File: config.mk
export PLATFORM = sky130hd
export DESIGN_NAME = fir_coeff_loader
export DESIGN_NICKNAME = d
export VERILOG_FILES = /design/src/rtl/fir_coeff_loader.sv
export SDC_FILE = /design/constraint.sdc
export NUM_CORES = 1
export LEC_CHECK = 0
export CAP_MARGIN = 20
export CELL_PAD_IN_SITES_DETAIL_PLACEMENT = 0
export CELL_PAD_IN_SITES_GLOBAL_PLACEMENT = 1
export CORE_MARGIN = 5
export CORE_UTILIZATION = 35
export CTS_CLUSTER_DIAMETER = 50
export CTS_CLUSTER_SIZE = 20
export DETAILED_ROUTE_END_ITERATION = 16
export GPL_TIMING_DRIVEN = 1
export HOLD_SLACK_MARGIN = 0.1
export PLACE_DENSITY_LB_ADDON = 0.1
export SYNTH_ARGS = -nofsm -noshare
export SYNTH_HDL_FRONTEND = slang
export SYNTH_SLANG_ARGS = --single-unit
File: constraint.sdc
create_clock -name iClk_12M -period 2.2 [get_ports iClk_12M]
set_input_delay 0.33 -clock iClk_12M [delete_from_list [all_inputs] [get_ports iClk_12M]]
set_output_delay 0.33 -clock iClk_12M [all_outputs]
set_load 0.01 [all_outputs]
File: src/rtl/fir_coeff_loader.sv
// Write-side initiator for the FIR coefficient RAM port: streams coefficients
// into the bank RAMs and zero-fills the unused taps up to MAX_TAPS.
module fir_coeff_loader #(
  parameter int unsigned COEFF_W    = 16,
  parameter int unsigned MAX_TAPS   = 40,
  parameter int unsigned BANK_DEPTH = 10,
  parameter int unsigned ADDR_W     = 4
) (
  input  logic               iClk_12M,
  input  logic               iRst,
  input  logic               iStart,
  input  logic [5:0]         iNumTaps,
  input  logic               iCoeffValid,
  input  logic [COEFF_W-1:0] iCoeffData,
  output logic               oCoeffReady,
  output logic               oCoeffiUpdateFlag,
  output logic               oCsnRam,
  output logic               oWrnRam,
  output logic [ADDR_W-1:0]  oAddrRam,
  output logic [COEFF_W-1:0] oWrDtRam,
  output logic [5:0]         oNumOfCoeff,
  output logic               oBusy,
  output logic               oDone,
  output logic               oErr
);

  localparam int unsigned IDX_W = 6;
  localparam logic [IDX_W-1:0]  MAX_N     = IDX_W'(MAX_TAPS);
  localparam logic [IDX_W-1:0]  LAST_IDX  = IDX_W'(MAX_TAPS - 1);
  localparam logic [ADDR_W-1:0] LAST_ADDR = ADDR_W'(BANK_DEPTH - 1);

  typedef enum logic [1:0] {
    IDLE   = 2'd0,
    LOAD   = 2'd1,
    FILL   = 2'd2,
    FINISH = 2'd3
  } stateT;

  stateT              state, stateNxt;
  logic [IDX_W-1:0]   idx, idxNxt;
  logic [IDX_W-1:0]   numTaps, numTapsNxt;
  logic [ADDR_W-1:0]  bankAddr, bankAddrNxt;

  logic               readyNxt, flagNxt, busyNxt, csnNxt, wrnNxt, doneNxt, errNxt;
  logic [ADDR_W-1:0]  addrNxt;
  logic [COEFF_W-1:0] dataNxt;
  logic [IDX_W-1:0]   coeffIdxNxt;

  logic               doWrite;
  logic [COEFF_W-1:0] wrData;

  // State, counters and every output are registered here.
  always_ff @(posedge iClk_12M) begin
    if (iRst) begin
      state             <= IDLE;
      idx               <= '0;
      numTaps           <= '0;
      bankAddr          <= '0;
      oCoeffReady       <= 1'b0;
      oCoeffiUpdateFlag <= 1'b0;
      oBusy             <= 1'b0;
      oCsnRam           <= 1'b1;
      oWrnRam           <= 1'b1;
      oAddrRam          <= '0;
      oWrDtRam          <= '0;
      oNumOfCoeff       <= '0;
      oDone             <= 1'b0;
      oErr              <= 1'b0;
    end else begin
      state             <= stateNxt;
      idx               <= idxNxt;
      numTaps           <= numTapsNxt;
      bankAddr          <= bankAddrNxt;
      oCoeffReady       <= readyNxt;
      oCoeffiUpdateFlag <= flagNxt;
      oBusy             <= busyNxt;
      oCsnRam           <= csnNxt;
      oWrnRam           <= wrnNxt;
      oAddrRam          <= addrNxt;
      oWrDtRam          <= dataNxt;
      oNumOfCoeff       <= coeffIdxNxt;
      oDone             <= doneNxt;
      oErr              <= errNxt;
    end
  end

  // Next-state and next-output decode; strobes idle high, address/data hold.
  always_comb begin
    stateNxt    = state;
    idxNxt      = idx;
    numTapsNxt  = numTaps;
    bankAddrNxt = bankAddr;
    readyNxt    = oCoeffReady;
    flagNxt     = oCoeffiUpdateFlag;
    busyNxt     = oBusy;
    csnNxt      = 1'b1;
    wrnNxt      = 1'b1;
    addrNxt     = oAddrRam;
    dataNxt     = oWrDtRam;
    coeffIdxNxt = oNumOfCoeff;
    doneNxt     = 1'b0;
    errNxt      = 1'b0;
    doWrite     = 1'b0;
    wrData      = '0;

    case (state)
      IDLE: begin
        if (iStart) begin
          if ((iNumTaps != '0) && (iNumTaps <= MAX_N)) begin
            numTapsNxt  = iNumTaps;
            idxNxt      = '0;
            bankAddrNxt = '0;
            readyNxt    = 1'b1;
            flagNxt     = 1'b1;
            busyNxt     = 1'b1;
            stateNxt    = LOAD;
          end else begin
            errNxt = 1'b1;
          end
        end
      end
      LOAD: begin
        if (iCoeffValid && oCoeffReady) begin
          doWrite = 1'b1;
          wrData  = iCoeffData;
          if (idx == (numTaps - IDX_W'(1))) begin
            readyNxt = 1'b0;
            stateNxt = (numTaps == MAX_N) ? FINISH : FILL;
          end
        end
      end
      FILL: begin
        doWrite = 1'b1;
        wrData  = '0;
        if (idx == LAST_IDX) begin
          stateNxt = FINISH;
        end
      end
      FINISH: begin
        flagNxt  = 1'b0;
        busyNxt  = 1'b0;
        doneNxt  = 1'b1;
        stateNxt = IDLE;
      end
      default: stateNxt = IDLE;
    endcase

    // Shared write slot: index and bank address advance together, address wraps per bank.
    if (doWrite) begin
      csnNxt      = 1'b0;
      wrnNxt      = 1'b0;
      addrNxt     = bankAddr;
      dataNxt     = wrData;
      coeffIdxNxt = idx;
      idxNxt      = idx + IDX_W'(1);
      bankAddrNxt = (bankAddr == LAST_ADDR) ? '0 : bankAddr + ADDR_W'(1);
    end
  end

endmodule

Word level (Yosys, flattened, before mapping):

Cells that the tools add are included.

* $add $sub $neg: 3
* order comparisons: 1
* eq/ne operators: 12
* mux-type cells: 29
* bitwise operators: 2
* reductions and logical operators: 15

Operators by type and width (number)
* 16-bit 2-to-1 mux: 2
* 6-bit 2-to-1 mux: 4
* 4-bit 2-to-1 mux: 5
* 6-bit equality test (second input constant): 2
* 2-bit 2-to-1 mux: 5
* 2-bit inequality test (second input constant): 5
* 5-bit AND reduction: 2
* 2-bit nonzero test: 5
* 1-bit 2-to-1 mux: 9
* 3-bit AND reduction: 3
* 2-bit one-hot mux with 4 select lines: 1
* 6-bit by 1-bit adder with 6-bit output (second input constant): 1
* 6-bit equality test: 1
* 6-bit <= comparator (second input constant): 1
* 1-bit one-hot mux with 2 select lines: 3
* 6-bit nonzero test: 1
* 6-bit by 1-bit subtractor with 6-bit output (second input constant): 1
* 4-bit by 1-bit adder with 4-bit output (second input constant): 1
* 2-bit equality test (second input constant): 2
* 4-bit equality test (second input constant): 1
* 3-bit OR reduction: 1
* 2-bit by 1-bit equality test with 1-bit output (second input constant): 1
* 1-bit logical AND: 2
* 2-bit logical NOT: 1
* 1-bit NOT: 2

* flip-flop bits (word level): 49
* input bits: 26
* logic and storage cells: 74

Logic depth before layout (Yosys ltp):

Gate-level depths: netlist of the first run.

* depth in word-level cells: 6
* gate-level depth with buffers: 8

Worst setup path before layout of the first run:

No wires, ideal clock.

* path kind: reg2reg
* start point: reg state[1]
* end point: reg oNumOfCoeff[1]
* library setup time: 0.071 ns
* arrival: 1.827 ns
* required time: 2.129 ns
* slack: 0.303 ns
* stages on the path, launching flop included: 9
* buffers on the path: 2
* period minus slack after synthesis: 1.897 ns
* cells stage by stage: dfxtp_1 > inv_1 > ha_1 > and3_1 > o21ai_0 > clkbuf_1 > clkbuf_1 > nand2_1 > a21oi_1

* cells in the longest elaborated chain, start to end: 2

Ends and longest elaborated chain
* start, declared: RTL line 39 `stateT state, stateNxt;`
* start signal, assigned: RTL line 70 `state <= stateNxt;`
* 2-bit equality test / 2-bit by 1-bit equality test with 1-bit output (equally long branches): RTL line 106 `case (state)`
* 1-bit one-hot mux with 2 select lines (*): RTL line 106
* end signal, assigned: RTL line 81 `oNumOfCoeff <= coeffIdxNxt;`
* end, declared: RTL line 21 `output logic [5:0] oNumOfCoeff,`

Mark *: on every way between the ends. The rest lies on a longest branch, timed or not.
A chain may end at the register's enable or synchronous reset.

Worst setup path in the final report of the first run:

* start point: reg numTaps[0]
* end point: reg state[0]

* cells in the longest elaborated chain, start to end: 5

Ends and longest elaborated chain
* start, declared: RTL line 41 `logic [IDX_W-1:0] numTaps, numTapsNxt;`
* start signal, assigned: RTL line 72 `numTaps <= numTapsNxt;`
* parallel branches: the longest is 5 deep, another holds 6-bit by 1-bit subtractor with 6-bit output

Several ways; the timed one is not identified. The select of a mux whose other input is x is not followed.

==> summary.md, run 1 <==
| Metric | Value |
|---|---|
| Rows | 29 |
| Avg Cell Area, Syn | 8.49 µm² |
| Sink Count | 49 |
| First-pass GRT wire length | 8630 µm |
| Maxcap violations | 0 |
| Primary FF master, synth | dfxtp_1 |
| Mapped Cells | 260 |
| Startpoint types | flop |
| Synth cell types | 42 |
| Layout Nets | 350 |
| Grt ovf | 0 |
| Hold slack | 441 ps |
| Synth warn | 0 |
| DRC | 0 |
| Final worst setup slack | 170 ps |
| Sequential cell area fraction in the yosys report | 44.4% |
| Fmax | 493 MHz |
| Hold_sp | iRst |
| Leak | 1.09 nW |
| Tot GR Track Use | 13.9% |
| # diodes | 0 |
| # port buffers | 58 |
| Root buf cell | clkbuf_8 |
| Arr. time, crit path | 2220 ps |
| Post-CTS Setup Inserts | 0 |
| Num CTS Buffers | 5 |
| Synthesized area | 2210 µm² |
| DR pass1 iterations | 4 |
| Setup CP Type | flop to flop |
| Pre-CTS WS | -98.9 ps |
| Max Buffers Root-to-Sink | 2 |
| Starting Density | 35.4% |
| Layout cells sized above 1 | 7.26% |
| VDD IR max | 0.360 mV |
| Final setup vio count | 0 |
| Clock Latency Late Sink | 290 ps |
| HPWL Detailed | 3750 µm |
| Dpl cells | 386 |
| Most frequent cells in the layout | clkdlybuf4s50_1, dfxtp_1, nor2_1 |
| Max-Slew Margin vs Limit | 56.1% |
| I/O pin cnt | 59 |
| Core area | 6240 µm² |
| WHS Path Cells | 2 |
| Largest net degree at the start of global routing | 40 |
| Avg WL per Cell | 13.2 µm |
| Fin util | 48.0% |
| CTS resizes | 0 |
| Syn-to-layout area delta | 35.7% |
| Post-Route WL | 5220 µm |
| Critical R2R Launch | numTaps[0]$_SDFFE_PP0P_ |
| Placed Area | 2910 µm² |
| Power Dens Cells | 729 nW/µm² |
| Worst path required time | 2390 ps |
| Initial antenna violation count | 0 |
| CTS Hold Buffers Added | 0 |
| Worst Hold Class | primary input to flop |
| DR vias/cell | 4.93 |
| Non-Filler Cell Area, Final | 2990 µm² |
| Iter 0 DRT Violations | 52 |
| Reg2reg end | state[0]$_SDFFE_PP0P_ |
| Clock Skew | 3.55 ps |
| Hold Crit Endpoint | oDone$_SDFF_PP0_ |
| Worst R2R Path Depth | 7 |
| FF-to-FF setup slack | 170 ps |
| Post-synth ARST share | 0% |
| Net count after synthesis | 294 |
| Worst setup EP type | flop |
| Antenna viol nets, final | 0 |
| Vias in the first global route | 1866 |
| Fin crit share | 92.3% |
| Unrepaired setup endpoints after global routing | false |
| # H-tree levels | 2 |
| Final Critical Period | 2030 ps |
| CTS tree | done |
| Final Max Tran Viols | 0 |
| Vias post-DR | 1941 |
| Measured slew at the worst slew-check pin | 659 ps |
| FILL cells | 622 |
| Die area | 7990 µm² |
| Post-synth EDFFs | 0 |
| Commonest non-fill, non-tap cell in the layout | clkdlybuf4s50_1 |
| Non-Filler Instances | 394 |
| Status | finished clean |
| Hold Fails Final Rpt | 0 |
| CTS clk-pin slew, worst paths | 80 ps |
| Worst Path Max Fanout | 5 |
| FF+latch count, synth | 49 |
| DIE HEIGHT | 89.4 µm |
| Die width | 89.4 µm |
| GPL Wtd Cong | 0.723 |
-- synthesized netlist by cell type, types with 4 or more instances --
library cell / instances / area, µm²
xnor2_1: 4 / 35.0
nor2_1: 32 / 120
mux2i_1: 7 / 70.1
clkbuf_1: 13 / 48.8
nor3_1: 6 / 30.0
a21oi_1: 23 / 115
inv_1: 11 / 41.3
ha_1: 8 / 100
a22oi_1: 16 / 120
nand2_1: 30 / 113
nand2b_1: 9 / 56.3
dfxtp_1: 49 / 981
nand3_1: 9 / 45.0
o21ai_0: 5 / 25.0
-- through the flow --
stage | TNS (ps) | total power, mW
2_1_floorplan | 0 | 1.43
3_3_place_gp | -156 | 1.70
3_5_place_dp | -214 | 1.70
4_1_cts | 0 | 2.22
5_1_grt | 0 | 2.32
6_report | 0 | 2.18
-- critical path, cell delays in order (launching register included) --
cell     delay (ps)
dfxtp_1         420
inv_1            70
ha_1            300
xnor2_1         150
nor3_1          240
a41oi_2         170
nor4_2          250
mux2_4          330
-- per-layer routing --
layer / share of wire (%) / up-vias / track usage, %
li1: - / 1019 / -
met1: 46 / 879 / 16.8
met2: 46 / 39 / 23.0
met3: 6.9 / 4 / 5.16
met4: 1.0 / 0 / 4.47
met5: 0 / - / 0
-- cells by family after synthesis --
logic type | share of synthesized area [%]
muxes | 3.85
xor gates and xnor gates | 2.38
and+or+nand+nor | 20.9
DFF | 44.4
adders and majority gates | 4.54
AOI/OAI and AO/OA | 18.2
buffers and inverters | 5.73
-- report_power, final --
| group | internal [mW] | switching (mW) |
|---|---|---|
| logic | 0.344 | 0.336 |
| registers | 0.937 | 0.0512 |
| clock network | 0.225 | 0.289 |
| total | 1.51 | 0.676 |
-- worst max-delay path by stage --
stage               slack [ps]                     from  depth (start not counted)                     endpoint
global placement           -80              iNumTaps[0]                          6        state[0]$_SDFFE_PP0P_
floorplan                  300    state[1]$_SDFFE_PP0P_                          8  oNumOfCoeff[1]$_SDFFE_PP0P_
CTS                        160  numTaps[0]$_SDFFE_PP0P_                          7        state[0]$_SDFFE_PP0P_
global route                50  numTaps[0]$_SDFFE_PP0P_                          7        state[0]$_SDFFE_PP0P_
finish                     170  numTaps[0]$_SDFFE_PP0P_                          7        state[0]$_SDFFE_PP0P_
detailed placement        -100              iNumTaps[0]                          6        state[0]$_SDFFE_PP0P_
-- state kept, by name, indices dropped and copies added (netlist names), 2 cells and up --
register / count
oWrDtRam: 16
idx: 6
numTaps: 6
oNumOfCoeff: 6
bankAddr: 4
oAddrRam: 4
state: 2
-- cell type report --
cell class              instances  area (µm²)  share of cell area (%)
flip-flops and latches         49         981                    32.8
clock buffers                   7        76.3                    2.55
repair buffers                 68         688                    23.0
well taps                      77        96.3                    3.22
clock inverters                 1        7.51                   0.251
inverters                      11        41.3                    1.38
multi-input cells             181        1100                    36.9
No activity file was read; power rests on OpenSTA's default activity.
==> run 2: changes to the inputs <==
Settings changed: CAP_MARGIN 20 to default.
==> results of run 2 <==
No change in the layout: final DEF, timing and power equal those of run 1.
